==> src/rtl/cpu_ctrl_pkg.sv <==
// Shared types and opcode constants for the pipelined control unit.
// Latency: n/a (types and constants only).
// Backpressure: n/a.
package cpu_ctrl_pkg;

    localparam int CTRL_W   = 14;
    localparam int OPCODE_W = 11;

    // Field order is fixed: downstream muxes slice the flat word MSB..LSB.
    typedef struct packed {
        logic uncondBr;
        logic branch;
        logic branchReg;
        logic branchLink;
        logic reg2Loc;
        logic aluSrc;
        logic regWrite;
        logic aluSh;
        logic imm;
        logic memToReg;
        logic memWrite;
        logic shiftDirn;
        logic aluOn;
        logic setFlags;
    } ctrl_t;

    // Opcode match values. Short constants match only the top bits of the opcode.
    localparam logic [5:0]  OPC_B     = 6'b000101;          // op[10:5]
    localparam logic [7:0]  OPC_BCOND = 8'b01010100;        // op[10:3]
    localparam logic [5:0]  OPC_BL    = 6'b100101;          // op[10:5]
    localparam logic [10:0] OPC_BR    = 11'b11010110000;
    localparam logic [7:0]  OPC_CBZ   = 8'b10110100;        // op[10:3]
    localparam logic [9:0]  OPC_ADDI  = 10'b1001000100;     // op[10:1]
    localparam logic [10:0] OPC_ADDS  = 11'b10101011000;
    localparam logic [10:0] OPC_LDUR  = 11'b11111000010;
    localparam logic [10:0] OPC_STUR  = 11'b11111000000;
    localparam logic [10:0] OPC_SUBS  = 11'b11101011000;
    localparam logic [10:0] OPC_LSL   = 11'b11010011011;
    localparam logic [10:0] OPC_LSR   = 11'b11010011010;

    localparam ctrl_t CTRL_B     = 14'b10000000000000;
    localparam ctrl_t CTRL_BCOND = 14'b01000000000011;
    localparam ctrl_t CTRL_BL    = 14'b11010010000010;
    localparam ctrl_t CTRL_BR    = 14'b11100000000000;
    localparam ctrl_t CTRL_CBZ   = 14'b01000000000011;
    localparam ctrl_t CTRL_ADDI  = 14'b00000110100010;
    localparam ctrl_t CTRL_ADDS  = 14'b00001010000011;
    localparam ctrl_t CTRL_LDUR  = 14'b00000110010010;
    localparam ctrl_t CTRL_STUR  = 14'b00000100001010;
    localparam ctrl_t CTRL_SUBS  = 14'b00001010000011;
    localparam ctrl_t CTRL_LSL   = 14'b00000011000010;
    localparam ctrl_t CTRL_LSR   = 14'b00000011000110;

endpackage

==> src/rtl/ctrl_decode.sv <==
// Opcode decoder: 11-bit opcode -> ctrl_t plus legal flag, first match wins.
// Latency: purely combinational, zero cycles.
// Backpressure: none; output follows opcode every cycle.
// Ports: opcode (in, 11) | ctrl (out, ctrl_t, zero when not legal) | legal (out, 1)
module ctrl_decode
    import cpu_ctrl_pkg::*;
#(
    parameter int EN_SHIFT = 1
) (
    input  logic [OPCODE_W-1:0] opcode,
    output ctrl_t               ctrl,
    output logic                legal
);

    always_comb begin
        ctrl  = '0;
        legal = 1'b1;
        if (opcode[10:5] == OPC_B)                         ctrl = CTRL_B;
        else if (opcode[10:3] == OPC_BCOND)                ctrl = CTRL_BCOND;
        else if (opcode[10:5] == OPC_BL)                   ctrl = CTRL_BL;
        else if (opcode == OPC_BR)                         ctrl = CTRL_BR;
        else if (opcode[10:3] == OPC_CBZ)                  ctrl = CTRL_CBZ;
        else if (opcode[10:1] == OPC_ADDI)                 ctrl = CTRL_ADDI;
        else if (opcode == OPC_ADDS)                       ctrl = CTRL_ADDS;
        else if (opcode == OPC_LDUR)                       ctrl = CTRL_LDUR;
        else if (opcode == OPC_STUR)                       ctrl = CTRL_STUR;
        else if (opcode == OPC_SUBS)                       ctrl = CTRL_SUBS;
        else if ((EN_SHIFT != 0) && (opcode == OPC_LSL))   ctrl = CTRL_LSL;
        else if ((EN_SHIFT != 0) && (opcode == OPC_LSR))   ctrl = CTRL_LSR;
        else                                               legal = 1'b0;
    end

endmodule

==> src/rtl/pipelined_ctrl_unit.sv <==
// Pipelined control unit: decodes ID opcode, carries ctrl word through N_STAGES registers, counts illegal ops.
// Latency: opcode captured into stage 0 at the next edge, then one stage per edge; no comb ID->output path.
// Backpressure: freeze holds all stages; stall/flush/illegal insert bubbles; the unit never stalls upstream itself.
// Ports: clk, rst (sync, active-low) | id_valid, opcode[10:0], stall, flush, freeze (in)
//        stage_valid[N], stage_ctrl[N*14], stage_opcode[N*11], illegal, illegal_cnt[CNT_W] (out)
module pipelined_ctrl_unit
    import cpu_ctrl_pkg::*;
#(
    parameter int N_STAGES    = 3,
    parameter int FLUSH_DEPTH = 2,
    parameter int CNT_W       = 16,
    parameter int EN_SHIFT    = 1
) (
    input  logic                         clk,
    input  logic                         rst,
    input  logic                         id_valid,
    input  logic [OPCODE_W-1:0]          opcode,
    input  logic                         stall,
    input  logic                         flush,
    input  logic                         freeze,
    output logic [N_STAGES-1:0]          stage_valid,
    output logic [N_STAGES*CTRL_W-1:0]   stage_ctrl,
    output logic [N_STAGES*OPCODE_W-1:0] stage_opcode,
    output logic                         illegal,
    output logic [CNT_W-1:0]             illegal_cnt
);

    ctrl_t               decCtrl;
    logic                decLegal;
    logic                accept;
    logic                illegalHit;

    logic                stValid [N_STAGES];
    ctrl_t               stCtrl  [N_STAGES];
    logic [OPCODE_W-1:0] stOp    [N_STAGES];

    ctrl_decode #(.EN_SHIFT(EN_SHIFT)) uDecode (
        .opcode (opcode),
        .ctrl   (decCtrl),
        .legal  (decLegal)
    );

    // An ID transfer only counts when nothing overrides it this edge.
    assign accept     = !freeze && !flush && !stall;
    assign illegalHit = accept && id_valid && !decLegal;

    for (genvar k = 0; k < N_STAGES; k++) begin : g_stage
        if (k == 0) begin : g_head
            always_ff @(posedge clk) begin
                if (!rst) begin
                    stValid[0] <= 1'b0;
                    stCtrl[0]  <= '0;
                    stOp[0]    <= '0;
                end else if (!freeze) begin
                    if (flush || stall) begin
                        stValid[0] <= 1'b0;
                        stCtrl[0]  <= '0;
                        stOp[0]    <= '0;
                    end else begin
                        // Illegal opcodes decode to ctrl 0 and enter as a bubble.
                        stValid[0] <= id_valid && decLegal;
                        stCtrl[0]  <= decCtrl;
                        stOp[0]    <= opcode;
                    end
                end
            end
        end else begin : g_tail
            always_ff @(posedge clk) begin
                if (!rst) begin
                    stValid[k] <= 1'b0;
                    stCtrl[k]  <= '0;
                    stOp[k]    <= '0;
                end else if (!freeze) begin
                    // Stages below FLUSH_DEPTH would receive a younger (killed) op on flush.
                    if (flush && (k < FLUSH_DEPTH)) begin
                        stValid[k] <= 1'b0;
                        stCtrl[k]  <= '0;
                        stOp[k]    <= '0;
                    end else begin
                        stValid[k] <= stValid[k-1];
                        stCtrl[k]  <= stCtrl[k-1];
                        stOp[k]    <= stOp[k-1];
                    end
                end
            end
        end

        assign stage_valid[k]                          = stValid[k];
        assign stage_ctrl[k*CTRL_W +: CTRL_W]          = stValid[k] ? stCtrl[k] : '0;
        assign stage_opcode[k*OPCODE_W +: OPCODE_W]    = stOp[k];
    end

    always_ff @(posedge clk) begin
        if (!rst) begin
            illegal     <= 1'b0;
            illegal_cnt <= '0;
        end else begin
            illegal <= illegalHit;
            if (illegalHit && (illegal_cnt != {CNT_W{1'b1}}))
                illegal_cnt <= illegal_cnt + 1'b1;
        end
    end

endmodule

==> config.mk <==
export PLATFORM = sky130hd
export DESIGN_NAME = pipelined_ctrl_unit
export DESIGN_NICKNAME = d
export VERILOG_FILES = /design/src/rtl/cpu_ctrl_pkg.sv /design/src/rtl/ctrl_decode.sv /design/src/rtl/pipelined_ctrl_unit.sv
export SDC_FILE = /design/constraint.sdc
export NUM_CORES = 1
export LEC_CHECK = 0
export CAP_MARGIN = 20
export CELL_PAD_IN_SITES_DETAIL_PLACEMENT = 1
export CELL_PAD_IN_SITES_GLOBAL_PLACEMENT = 1
export CORE_ASPECT_RATIO = 1.2
export CORE_MARGIN = 2
export CORE_UTILIZATION = 25
export CTS_BUF_LIST = sky130_fd_sc_hd__clkbuf_16
export DETAILED_ROUTE_END_ITERATION = 8
export DONT_BUFFER_PORTS = 1
export PLACE_DENSITY_LB_ADDON = 0.1
export SETUP_SLACK_MARGIN = 0.02
export SLEW_MARGIN = 20
export SYNTH_ARGS = -nofsm -noshare
export SYNTH_HDL_FRONTEND = slang
export SYNTH_SLANG_ARGS = --single-unit
==> constraint.sdc <==
create_clock -name clk -period 4.5 [get_ports clk]
set_input_delay 0.45 -clock clk [delete_from_list [all_inputs] [get_ports clk]]
set_output_delay 0.45 -clock clk [all_outputs]
set_load 0.03 [all_outputs]
[After elaboration in Yosys (flattened, before gate mapping)]
Memory sizes are Yosys's and may differ from the RTL's.
Index checks and enable logic that the tools add are counted.
Operators by class
  add/sub/neg operators: 1
  equal/unequal tests: 13
  multiplexer cells: 62
  bitwise logic cells: 15
  reduce and logical (&&, ||, !) cells: 11
Operators with widths (count)
  $mux 14: 19
  $eq 11x11->1 const B: 7
  $mux 11: 5
  $mux 1: 37
  $add 16x1->16 const B: 1
  $ne 16x16->1 const B: 1
  $or 1x1->1: 15
  $eq 10x10->1 const B: 1
  $eq 8x7->1 const B: 1
  $eq 8x8->1 const B: 1
  $mux 8: 1
  $eq 6x3->1 const B: 1
  $eq 6x6->1 const B: 1
  $logic_and 1x1->1: 6
  $logic_not 1->1: 4
  $logic_or 1x1->1: 1
Word-level totals
  register bits: 17
  bits in writable memories: 78
  bits of input ports: 17
  output and inout bits: 95
  logic and storage cells: 107
  memories: 3
Memories
  stCtrl: words 3, width 14, rd ports 3, clocked after memory_dff 0, write ports 3, line pipelined_ctrl_unit.sv:34  | ctrl_t stCtrl [N_STAGES];
  stOp: words 3, width 11, rd ports 3, clocked after memory_dff 0, write ports 3, line pipelined_ctrl_unit.sv:35  | logic [OPCODE_W-1:0] stOp [N_STAGES];
  stValid: words 3, width 1, rd ports 3, clocked after memory_dff 0, write ports 3, line pipelined_ctrl_unit.sv:33  | logic stValid [N_STAGES];

[Longest topological paths before layout]
  depth after elaboration: 16
  mapped depth: 9
  depth with buffers taken out: 7

[Hierarchy]
Synthesis repeated with hierarchy kept, for this count alone.
Unflattened totals
  cell total of the unflattened synthesis: 373
  area total of the unflattened synthesis: 4416.7 um^2
By module, submodules not included
  pipelined_ctrl_unit: instances 1, cells an instance 324, area an instance 4076.4 um^2, seq. area each 2672.6 um^2
  ctrl_decode: instances 1, cells an instance 49, area an instance 340.3 um^2, seq. area each 0.0 um^2

[Worst setup path after synthesis]
Ideal clock, no wire load.
  path type: input to register
  start point: in rst
  end point: mem stCtrl[0][0] (netlist name) (enable)
  library setup time: 604 ps
  arrival time: 1618 ps
  data required time: 3896 ps
  slack: 2278 ps
  stages: 2
  path buffers: 1
  path through: clkbuf_1 nand2_1
RTL lines
  start: declaration: line pipelined_ctrl_unit.sv:15  | input logic rst,
  end: declaration: line pipelined_ctrl_unit.sv:34

[Final worst setup path]
  start point: reg illegal_cnt[0]
  end point: reg illegal_cnt[9]
On the way
  cells in the longest elaborated chain, start to end: 2
  elaborated cells on any way between the ends: 3
  those cells by class: add/sub (1); eq/ne (1); reduce/logical (1)
RTL lines
  start: declaration: line pipelined_ctrl_unit.sv:25  | output logic [CNT_W-1:0] illegal_cnt
  start signal: assignment: line pipelined_ctrl_unit.sv:100  | illegal_cnt <= illegal_cnt + 1'b1;
  branches (longest 2 deep; another with $add 16x1->16)
Parallel ways; which one is timed is not known.
A chain may end at the register's enable or synchronous reset.

==> run summary <==
clk sink count: 95
CP Class: reg2reg
setup bufs post-CTS: 0
final setup TNS: 0 ns
Sequential Power Share: 53.7%
share of cells above drive strength 1: 9.09%
Slew Limit Fails: 0
first drt pass iteration count: 4
max incr delay on CP: 0.59 ns
NetSw: 0.459 mW
final hold vios: 0
crit-path leading delay family: simple AND/OR/NAND/NOR gates
largest family of logic cells by synthesized area: simple AND/OR/NAND/NOR gates
FF-to-FF setup slack: 1.98 ns
Slew @ Worst Pin: 0.850 ns
width of the die: 124 um
WP data arrival: 2.80 ns
Yosys top cell area share: 53.5%
PortBufs: 0
Synth area leaders: edfxtp_1 (53%), and2_1 (14%), dfxtp_1 (8.3%)
Hold-fix buffers, CTS: 0
RePlAce Congestion: 0.761
vias in the first global route: 2846
critical-path cell list: ha_1, and3_1, nor4bb_1, nor4_2, nand3_4, or4_1, a21oi_1
die span in y: 148 um
Post-synth EDFFs: 77
Adder-Cell Fraction of Synth Area: 0.289%
placed cell count: 563
clock slew at reported path FFs: 0.06 ns
NumNets Final: 376
fillers: 1856
syn avg cell area: 12.0 um2
DRT iter0 DRCs: 127
min-delay worst type: in2reg
YS warnings: 0
Slowest cell on crit path: or4_1
post-CTS sizing: 0
CTS Buf Count: 9
CTS tree: built
cell-internal power: 1.50 mW
fin worst setup slack: 1.98 ns
total of max-cap violations: 0
Tcrit/Tclk final: 56.0%
Cells after Synth: 359
cell row count: 52
area growth from synthesis to layout: 12.4%
sw frac: 23.5%
CP bufs+invs: 0
register area share after synthesis: 61.8%
top fanout value on the critical path: 27
Vias per Instance: 4.58
final setup fails: 0
final wirelength: 11000 um
Layout Cells excl Fill: 580
Max Clock Skew: 0.00493 ns
DR vias: 2658
H-tree Lvls: 3
Worst Path Required: 4.78 ns
Synth Area in Compound Gates: 4.80%
Worst Setup Start Kind: register
WL per Instance: 18.9 um
Core Footprint: 16900 um2
status: finished, final reports clean
RSZ-0062 raised after global routing: false
Synth Flop Type: edfxtp_1
XOR/XNOR Fraction of Synth Area: 0.203%
Yosys top cell by area: edfxtp_1
Ports: 112
Clk pwr share: 42.3%
Area after DPL: 4540 um2
fmax: 0.397 GHz
dpl ws: 1.96 ns
Starting Density: 25.6%
combinational share of power: 4.0%
Clock Latency Late Sink: 0.35 ns
Mapped Nets: 377
initial antenna violation count: 1
simple-gate share of the synthesized area: 29.5%
mapped cell area: 4320 um2
gr ovfl total: 0
Max rail drop VDD: 0.132 mV
most frequent cell after synthesis: and2_1
synthesized flop and latch total: 95
Max Root-Sink Buffers: 2
crit path capture type: register
mux cell area share after synthesis: 0.694%
pwr/cell area: 403 nW/um2
Async SR Flop Fraction: 0%
Clock Tree Root: clkbuf_16
Pleak: 1.71 nW
HPWL Detailed: 8110 um
top cells by count, synth: and2_1 (95), edfxtp_1 (77), dfxtp_1 (18)
DRC viols: 0
Relative slew margins: 43.0%
fin area: 4860 um2
ANT nets after route: 0
minimum clock period: 2.52 ns
overall routing resource usage: 12.5%
synth unique cells: 47
first-pass GRT wire length: 17000 um
DIE AREA: 18400 um2
largest net degree at the start of global routing: 44
## path summary, 6_finish.rpt
| path | cells after the start | start | to |
|---|---|---|---|
| setup / recovery | 7 | illegal_cnt[0] | illegal_cnt[9] |
| setup reg to reg | 7 | illegal_cnt[0] | illegal_cnt[9] |
| hold / removal | 1 | rst | illegal_cnt[7] |
| hold reg to reg | 1 | stCtrl[1][0] | stCtrl[2][0] |
## cell type report
cell class	count	area (um2)	share of cell area [%]
clock buffer	9	225	4.63
tap	216	270	5.56
antenna	1	2.50	0.0515
inverter	4	15.0	0.309
sequential	95	2670	55.0
multi-input combinational	243	1540	31.7
timing repair buffer	5	37.5	0.772
clock inverter	7	93.8	1.93
## sequential cells by signal (all words and copies together) (netlist names)
signal and count:
stValid 3, illegal_cnt 16, illegal 1, stCtrl 42
stOp 33
## per-stage QoR
stage	utilization [%]	hold WS (ns)	total power, mW
4_1_cts	28.7	0.210	1.99
5_1_grt	28.7	0.214	2.04
3_3_place_gp	26.8	0.533	1.15
2_1_floorplan	-	0.515	1.13
3_5_place_dp	26.8	0.530	1.15
6_report	28.7	0.220	1.96
## power groups by stage
stage | sequential, mW | clock [mW] | combinational, mW
finish | 1.05 | 0.829 | 0.0777
global route | 1.06 | 0.900 | 0.0870
CTS | 1.05 | 0.852 | 0.0804
detailed placement | 1.07 | 0 | 0.0801
global placement | 1.07 | 0 | 0.0794
floorplan | 1.06 | 0 | 0.0696
## metal layers
layer	up-vias	GRT usage (%)	routed length, um
met2	75	21.4	5600
met3	13	3.91	800
met5	-	0	0
met1	1269	14.1	4330
met4	0	5.73	238
li1	1301	-	-
## logic make-up (layout without fill, tap and decap cells)
| family | Yosys count | count (layout) |
|---|---|---|
| AOI/OAI and AO/OA | 33 | 33 |
| and+or+nand+nor | 205 | 205 |
| adders and majority gates | 1 | 1 |
| DFF | 95 | 95 |
| other | 0 | 1 |
| xor gates and xnor gates | 1 | 1 |
| muxes | 3 | 3 |
| buffers and inverters | 21 | 25 |
## cell usage in the layout, fill, tap and decap left out, drive strengths merged, types with 6 or more instances in the layout
master / Yosys / routed
nand3: 6 / 6
nand2: 17 / 17
and3: 12 / 12
nor4: 8 / 8
and2: 96 / 96
nor3: 8 / 8
edfxtp: 77 / 77
a21oi: 13 / 13
inv: 4 / 6
o31ai: 10 / 10
nand2b: 8 / 8
clkbuf: 11 / 9
or4: 11 / 11
nor2: 14 / 14
dfxtp: 18 / 18
Power figures use the tool's default switching activity.
